--- config.mk ---
export PLATFORM = sky130hd
export DESIGN_NAME = i2s_audio_in
export DESIGN_NICKNAME = d
export VERILOG_FILES = /design/src/rtl/i2s_pkg.sv /design/src/rtl/i2s_in_sync.sv /design/src/rtl/i2s_audio_in.sv
export SDC_FILE = /design/constraint.sdc
export NUM_CORES = 1
export LEC_CHECK = 0
export CORE_MARGIN = 3
export CORE_UTILIZATION = 35
export DETAILED_ROUTE_END_ITERATION = 10
export DONT_BUFFER_PORTS = 1
export REMOVE_ABC_BUFFERS = 1
export SLEW_MARGIN = 10
export SYNTH_ARGS = -nofsm -noshare
export SYNTH_HDL_FRONTEND = slang
export SYNTH_SLANG_ARGS = --single-unit
export TNS_END_PERCENT = 50
--- constraint.sdc ---
create_clock -name clk -period 1.6 [get_ports clk]
set_input_delay 0.24 -clock clk [delete_from_list [all_inputs] [get_ports clk]]
set_output_delay 0.24 -clock clk [all_outputs]
set_load 0.05 [all_outputs]
--- src/rtl/i2s_pkg.sv ---
// Shared definitions for the I2S audio blocks: receiver state encoding and
// default geometry. The transmitter side imports the same package.
package i2s_pkg;

    // Receiver framing state: HUNT until the first left-channel boundary,
    // then alternate between the two channel slots.
    typedef enum logic [1:0] {
        HUNT  = 2'd0,
        LEFT  = 2'd1,
        RIGHT = 2'd2
    } i2s_state_e;

    // Default number of bits kept per channel.
    localparam int I2S_W_DATA = 16;

    // Default synchroniser depth for the external I2S pins.
    localparam int I2S_SYNC_STAGES = 2;

    // Width of a counter that must hold the values 0..w inclusive.
    function automatic int i2s_cnt_width(input int w);
        return $clog2(w + 1);
    endfunction

endpackage

--- src/rtl/i2s_in_sync.sv ---
// Pin synchroniser for the I2S slave receiver. bclk, lrclk and sdata share
// the same flop depth so they stay mutually aligned after synchronisation;
// a rising edge of the synchronised bclk is reported as a one-clk pulse.
module i2s_in_sync #(
    parameter int sync_stages = 2
) (
    input  logic i_clk,
    input  logic i_rst_n,
    input  logic i_bclk,
    input  logic i_lrclk,
    input  logic i_sdata,
    output logic o_lrclk_s,
    output logic o_sdata_s,
    output logic o_bclk_rise
);

    logic [sync_stages-1:0] r_bclk_sync;
    logic [sync_stages-1:0] r_lrclk_sync;
    logic [sync_stages-1:0] r_sdata_sync;
    logic                   r_bclk_d;
    logic                   w_bclk_s;

    // Equal-depth synchroniser chains plus a delayed copy of bclk for edge detect.
    always_ff @(posedge i_clk or negedge i_rst_n) begin
        if (!i_rst_n) begin
            r_bclk_sync  <= '0;
            r_lrclk_sync <= '0;
            r_sdata_sync <= '0;
            r_bclk_d     <= 1'b0;
        end else begin
            r_bclk_sync[0]  <= i_bclk;
            r_lrclk_sync[0] <= i_lrclk;
            r_sdata_sync[0] <= i_sdata;
            for (int i = 1; i < sync_stages; i++) begin
                r_bclk_sync[i]  <= r_bclk_sync[i-1];
                r_lrclk_sync[i] <= r_lrclk_sync[i-1];
                r_sdata_sync[i] <= r_sdata_sync[i-1];
            end
            r_bclk_d <= w_bclk_s;
        end
    end

    assign w_bclk_s    = r_bclk_sync[sync_stages-1];
    assign o_lrclk_s   = r_lrclk_sync[sync_stages-1];
    assign o_sdata_s   = r_sdata_sync[sync_stages-1];
    assign o_bclk_rise = w_bclk_s & ~r_bclk_d;

endmodule

--- src/rtl/i2s_audio_in.sv ---
// I2S slave receiver. Captures w_data bits per channel MSB first on rising
// bclk, honouring the one-bclk lrclk lead of standard I2S: the bit sampled
// on the rise where lrclk changes is the LSB slot of the word being closed.
// Longer slots are truncated to their MSBs, shorter ones are left-justified
// and flagged. left/right are published together once per stereo frame.
module i2s_audio_in
    import i2s_pkg::*;
#(
    parameter int w_data      = I2S_W_DATA,
    parameter int sync_stages = I2S_SYNC_STAGES
) (
    input  logic              clk,
    input  logic              rst_n,
    input  logic              bclk,
    input  logic              lrclk,
    input  logic              sdata,
    output logic [w_data-1:0] left,
    output logic [w_data-1:0] right,
    output logic              valid,
    output logic              short_word,
    output i2s_state_e        o_state
);

    localparam int                CW       = i2s_cnt_width(w_data);
    localparam logic [CW-1:0]     CNT_FULL = CW'(w_data);
    localparam logic [CW-1:0]     CNT_LAST = CW'(w_data - 1);
    localparam logic [w_data-1:0] MSB_ONE  = {1'b1, {(w_data-1){1'b0}}};

    // Synchronised pins and the rise strobe.
    logic              w_lrclk_s;
    logic              w_sdata_s;
    logic              w_rise;

    // Framing state.
    i2s_state_e        r_state;
    i2s_state_e        w_state_next;

    // Word capture.
    logic              r_ws_prev;
    logic [CW-1:0]     r_bit_cnt;
    logic [w_data-1:0] r_word;
    logic              w_ws_change;
    logic              w_can_shift;
    logic              w_short;
    logic [w_data-1:0] w_word_in;

    // Channel close strobes.
    logic              w_close_left;
    logic              w_close_right;

    // Output registers.
    logic [w_data-1:0] r_left_hold;
    logic [w_data-1:0] r_left;
    logic [w_data-1:0] r_right;
    logic              r_valid;
    logic              r_short;

    i2s_in_sync #(
        .sync_stages (sync_stages)
    ) u_sync (
        .i_clk       (clk),
        .i_rst_n     (rst_n),
        .i_bclk      (bclk),
        .i_lrclk     (lrclk),
        .i_sdata     (sdata),
        .o_lrclk_s   (w_lrclk_s),
        .o_sdata_s   (w_sdata_s),
        .o_bclk_rise (w_rise)
    );

    // A word boundary is any rise where lrclk differs from the previous rise.
    assign w_ws_change = w_rise & (w_lrclk_s != r_ws_prev);

    // Bits past w_data are dropped; the counter saturates at w_data.
    assign w_can_shift = (r_bit_cnt < CNT_FULL);

    // The word register is filled from the MSB downward, so it is always
    // left-justified; w_word_in is the word including the bit at this rise.
    assign w_word_in = r_word |
                       ((w_can_shift & w_sdata_s) ? (MSB_ONE >> r_bit_cnt) : '0);

    // The closing word holds bit_cnt+1 bits, short when that is below w_data.
    assign w_short = (r_bit_cnt < CNT_LAST);

    // Framing state register.
    always_ff @(posedge clk or negedge rst_n) begin
        if (!rst_n) begin
            r_state <= HUNT;
        end else begin
            r_state <= w_state_next;
        end
    end

    // Next-state: move only on lrclk boundaries; HUNT waits for a 1->0 change.
    always_comb begin
        w_state_next = r_state;
        if (w_ws_change) begin
            case (r_state)
                HUNT:    if (!w_lrclk_s) w_state_next = LEFT;
                LEFT:    if (w_lrclk_s)  w_state_next = RIGHT;
                RIGHT:   if (!w_lrclk_s) w_state_next = LEFT;
                default: w_state_next = HUNT;
            endcase
        end
    end

    // State outputs: which channel word is closing at this boundary.
    always_comb begin
        w_close_left  = 1'b0;
        w_close_right = 1'b0;
        if (w_ws_change) begin
            case (r_state)
                LEFT:    w_close_left  = 1'b1;
                RIGHT:   w_close_right = 1'b1;
                default: ;
            endcase
        end
    end

    // Shift register, bit counter and previous word-select, advanced per rise.
    always_ff @(posedge clk or negedge rst_n) begin
        if (!rst_n) begin
            r_ws_prev <= 1'b1;
            r_bit_cnt <= '0;
            r_word    <= '0;
        end else if (w_rise) begin
            r_ws_prev <= w_lrclk_s;
            if (w_ws_change) begin
                r_bit_cnt <= '0;
                r_word    <= '0;
            end else if (w_can_shift) begin
                r_bit_cnt <= r_bit_cnt + 1'b1;
                r_word    <= w_word_in;
            end
        end
    end

    // Registered outputs: park the left word, publish both on the right close.
    always_ff @(posedge clk or negedge rst_n) begin
        if (!rst_n) begin
            r_left_hold <= '0;
            r_left      <= '0;
            r_right     <= '0;
            r_valid     <= 1'b0;
            r_short     <= 1'b0;
        end else begin
            r_valid <= w_close_right;
            r_short <= (w_close_left | w_close_right) & w_short;
            if (w_close_left) begin
                r_left_hold <= w_word_in;
            end
            if (w_close_right) begin
                r_left  <= r_left_hold;
                r_right <= w_word_in;
            end
        end
    end

    assign left       = r_left;
    assign right      = r_right;
    assign valid      = r_valid;
    assign short_word = r_short;
    assign o_state    = r_state;

endmodule

==> impl_metrics.tcl <==
set metrics [dict create \
    run_status "finished, violations left" \
    violations "negative hold slack" \
    post_drt_wl_per_cell_um 15.32 \
    setup_viol 0 \
    final_layout_size_suffix_gt1_frac 0.3731 \
    critPathRequiredTime_ns 1.83 \
    yosysUniqueCellTypes 35 \
    drc 0 \
    multiInputGateArea_sq_um 1177 \
    grt_max_degree 82 \
    n_antenna_cell 0 \
    min_period_ns 1.585 \
    drt_first_pass_iters 4 \
    synth_area_leaders "dfrtp_1 60%, mux2_2 16%, a21o_1 2.7%" \
    min_path_type "in2async" \
    synth-compound-area-share 0.08837 \
    drtAntennaViolNets 0 \
    worst_setup_path_start_kind "register" \
    synthMuxAreaShare 0.1692 \
    synthAdderAreaFrac 0.02266 \
    syn_inst 236 \
    synth_simple_gate_area_frac 0.06609 \
    placement.io_buffers 0 \
    regArea_sq_um 2029 \
    drt-initial-drc-count 100 \
    slew_viol_final 0 \
    cts_hold_buffers 3 \
    synthXorXnorAreaFrac 0.007553 \
    ys.warnings.count 0 \
    cts_buffers 9 \
    cts_sinks 81 \
    dp_hpwl_um 3923 \
    timing.hold.ws_ns -0.4192 \
    fmax_mhz 630.8 \
    synth_top_family_by_area "multiplexers" \
    grt_pass1_wl_um 9929 \
    yosysSeqAreaShare 0.6122 \
    ios 41 \
    power_density_nw_per_um2 1461 \
    fin_nets 267 \
    coreArea_sq_um 8976 \
    gp_congestion 0.7682 \
    cp.arrival_ns 1.81 \
    nFillCells 849 \
    syn_area_sq_um 3313 \
    fin_crit_sh 0.9909 \
    path_class "reg2reg" \
    cts_tree "built" \
    endpoint_kind "register" \
    num_rows 34 \
    wl_um 5912 \
    avgSynthCellArea_sq_um 14.04 \
    viasPerCell 4.951 \
    layout.cells.non_filler 386 \
    clock_path_buffers 2 \
    place_inst 367 \
    critPathMaxFanout 15 \
    peakVddDrop_mv 0.9633 \
    place_ws_ns -0.04386 \
    reg2reg_from "r_ws_prev$_DFFE_PN1P_" \
    htreeDepth 3 \
    antenna_found_initial 0 \
    worst_slack_ns 0.01459 \
    clkTransAtPathRegs_ns 0.08 \
    rsz0062_at_grt "yes" \
    finClkSkew_ns 0.008044 \
    worst_slew_pin_slew_ns 0.4874 \
    area_delta_synth_final_pct 14.16 \
    clk_latency_ns 0.35 \
    hold_viol 81 \
    grt_pass1_vias 1987 \
    crit_path_start "r_ws_prev$_DFFE_PN1P_" \
    p_total_w 0.005524 \
    vias 1911 \
    ys_ff_latch 81 \
    die_height_um 103.3 \
    track_usage 0.1214 \
    yosys.area.top_type "dfrtp_1" \
    synth_top_cell_area_share 0.6042 \
    grt_overflow 0 \
    dieArea_sq_um 10670 \
    drv_cap 0 \
    fp.dieW_um 103.3 \
    cts_root_buf "clkbuf_8" \
    leakagePower_nw 1.893 \
    start_util 0.3691 \
    relSlewSlack 0.6750 \
    post-route-util 0.4214 \
]
-- worst paths after layout --
path	to	slack [ns]	depth (start not counted)
min reg2reg	u_sync.r_lrclk_sync[1]$_DFF_PN0_	0.35	0
min in group clk	u_sync.r_lrclk_sync[1]$_DFF_PN0_	0.35	0
min	u_sync.r_bclk_sync[0]$_DFF_PN0_	-0.42	0
max in group asynchronous	r_ws_prev$_DFFE_PN1P_	1.82	0
max reg2reg	right[10]$_DFFE_PN0P_	0.01	4
max	right[10]$_DFFE_PN0P_	0.01	4
-- kinds of logic after synthesis --
group	count (synthesis)
compound gates	40
flops	81
simple gates	36
fa+ha+maj	6
xor+xnor	2
mux	50
buf+inv	21
-- per-layer routing --
| metal | GRT usage | part of all wire | up-vias |
|---|---|---|---|
| met5 | 0 | 0 | - |
| met4 | 0.04781 | 0.017 | 0 |
| met3 | 0.04091 | 0.054 | 11 |
| met2 | 0.1840 | 0.46 | 42 |
| met1 | 0.1609 | 0.47 | 978 |
| li1 | - | - | 880 |
-- metrics by stage --
step           TNS (ns)  cell area (sq um)
2_1_floorplan    -24.96               3231
5_1_grt          -1.365               3782
3_5_place_dp    -0.5438               3536
4_1_cts         -0.5680               3761
6_report              0               3782
3_3_place_gp          0               3536
-- flip-flops by register name, summed over array words and instances, names as in the netlist, 5 cells and up --
signal / count
left: 16
r_bit_cnt: 5
r_left_hold: 16
r_word: 16
right: 16
-- critical path: stages (launching register included) --
cell and delay, ns:
dfstp_2 0.55, xnor2_2 0.12, nor3_4 0.24, buf_6 0.21, mux2_2 0.34
-- cell type report --
cell class                      count  area share
Sequential cell                    81      0.5366
Timing Repair Buffer               22     0.05094
Multi-Input combinational cell    134      0.3113
Clock buffer                       11     0.03738
Tap cell                          126     0.04168
Clock inverter                      4     0.01422
Inverter                            8    0.007939
-- timing repair --
item | CTS | global route
gates resized for setup | 0 | 5
setup endpoints to repair | 25 | 37
pin swaps | 0 | 1
endpoints found under the hold margin | 84 | 81
buffers inserted | 0 | 1
-- cells in the mapped netlist --
library cell,instances
a21oi_1,4
nand2_1,3
a21o_1,12
o31ai_1,1
nor3_1,1
inv_1,8
nor4b_1,1
and4b_1,1
or3_1,1
nor4bb_1,2
nand3_1,2
o221a_2,4
dfrtp_1,80
dfstp_2,1
a31oi_1,13
mux2_2,48
xnor2_1,1
nor3_4,2
buf_2,3
a31o_2,3
nand2b_1,4
xnor2_2,1
buf_6,4
nor3b_2,1
nor2b_1,1
nor2_1,15
or3b_2,1
o22a_1,1
buf_1,4
ha_1,6
mux2i_1,2
o21ai_0,1
clkbuf_1,2
o2bb2ai_1,1
nor2_2,1
-- layout by cell type (no fill, tap or decap), drive strengths merged --
| master | n |
|---|---|
| nor4b | 1 |
| nor3 | 3 |
| bufinv | 1 |
| nand2b | 4 |
| inv | 8 |
| buf | 19 |
| dfstp | 1 |
| clkinvlp | 2 |
| o21ai | 1 |
| o2bb2ai | 1 |
| or3b | 1 |
| a21oi | 4 |
| dlygate4sd3 | 3 |
| o31ai | 1 |
| nor2 | 16 |
| clkinv | 1 |
| mux2 | 48 |
| nand3 | 2 |
| o221a | 4 |
| xnor2 | 2 |
| and4b | 1 |
| o22a | 1 |
| nor3b | 1 |
| a31oi | 13 |
| nor4bb | 2 |
| or3 | 1 |
| nor2b | 1 |
| mux2i | 2 |
| a31o | 3 |
| nand2 | 3 |
| ha | 6 |
| a21o | 12 |
| dfrtp | 80 |
| clkbuf | 11 |
-- power by group --
group,internal (W),switching (W)
clock,0.000758,0.000689
combinational,0.000480,0.000558
sequential,0.00234,0.000695
Power figures use the tool's default switching activity.
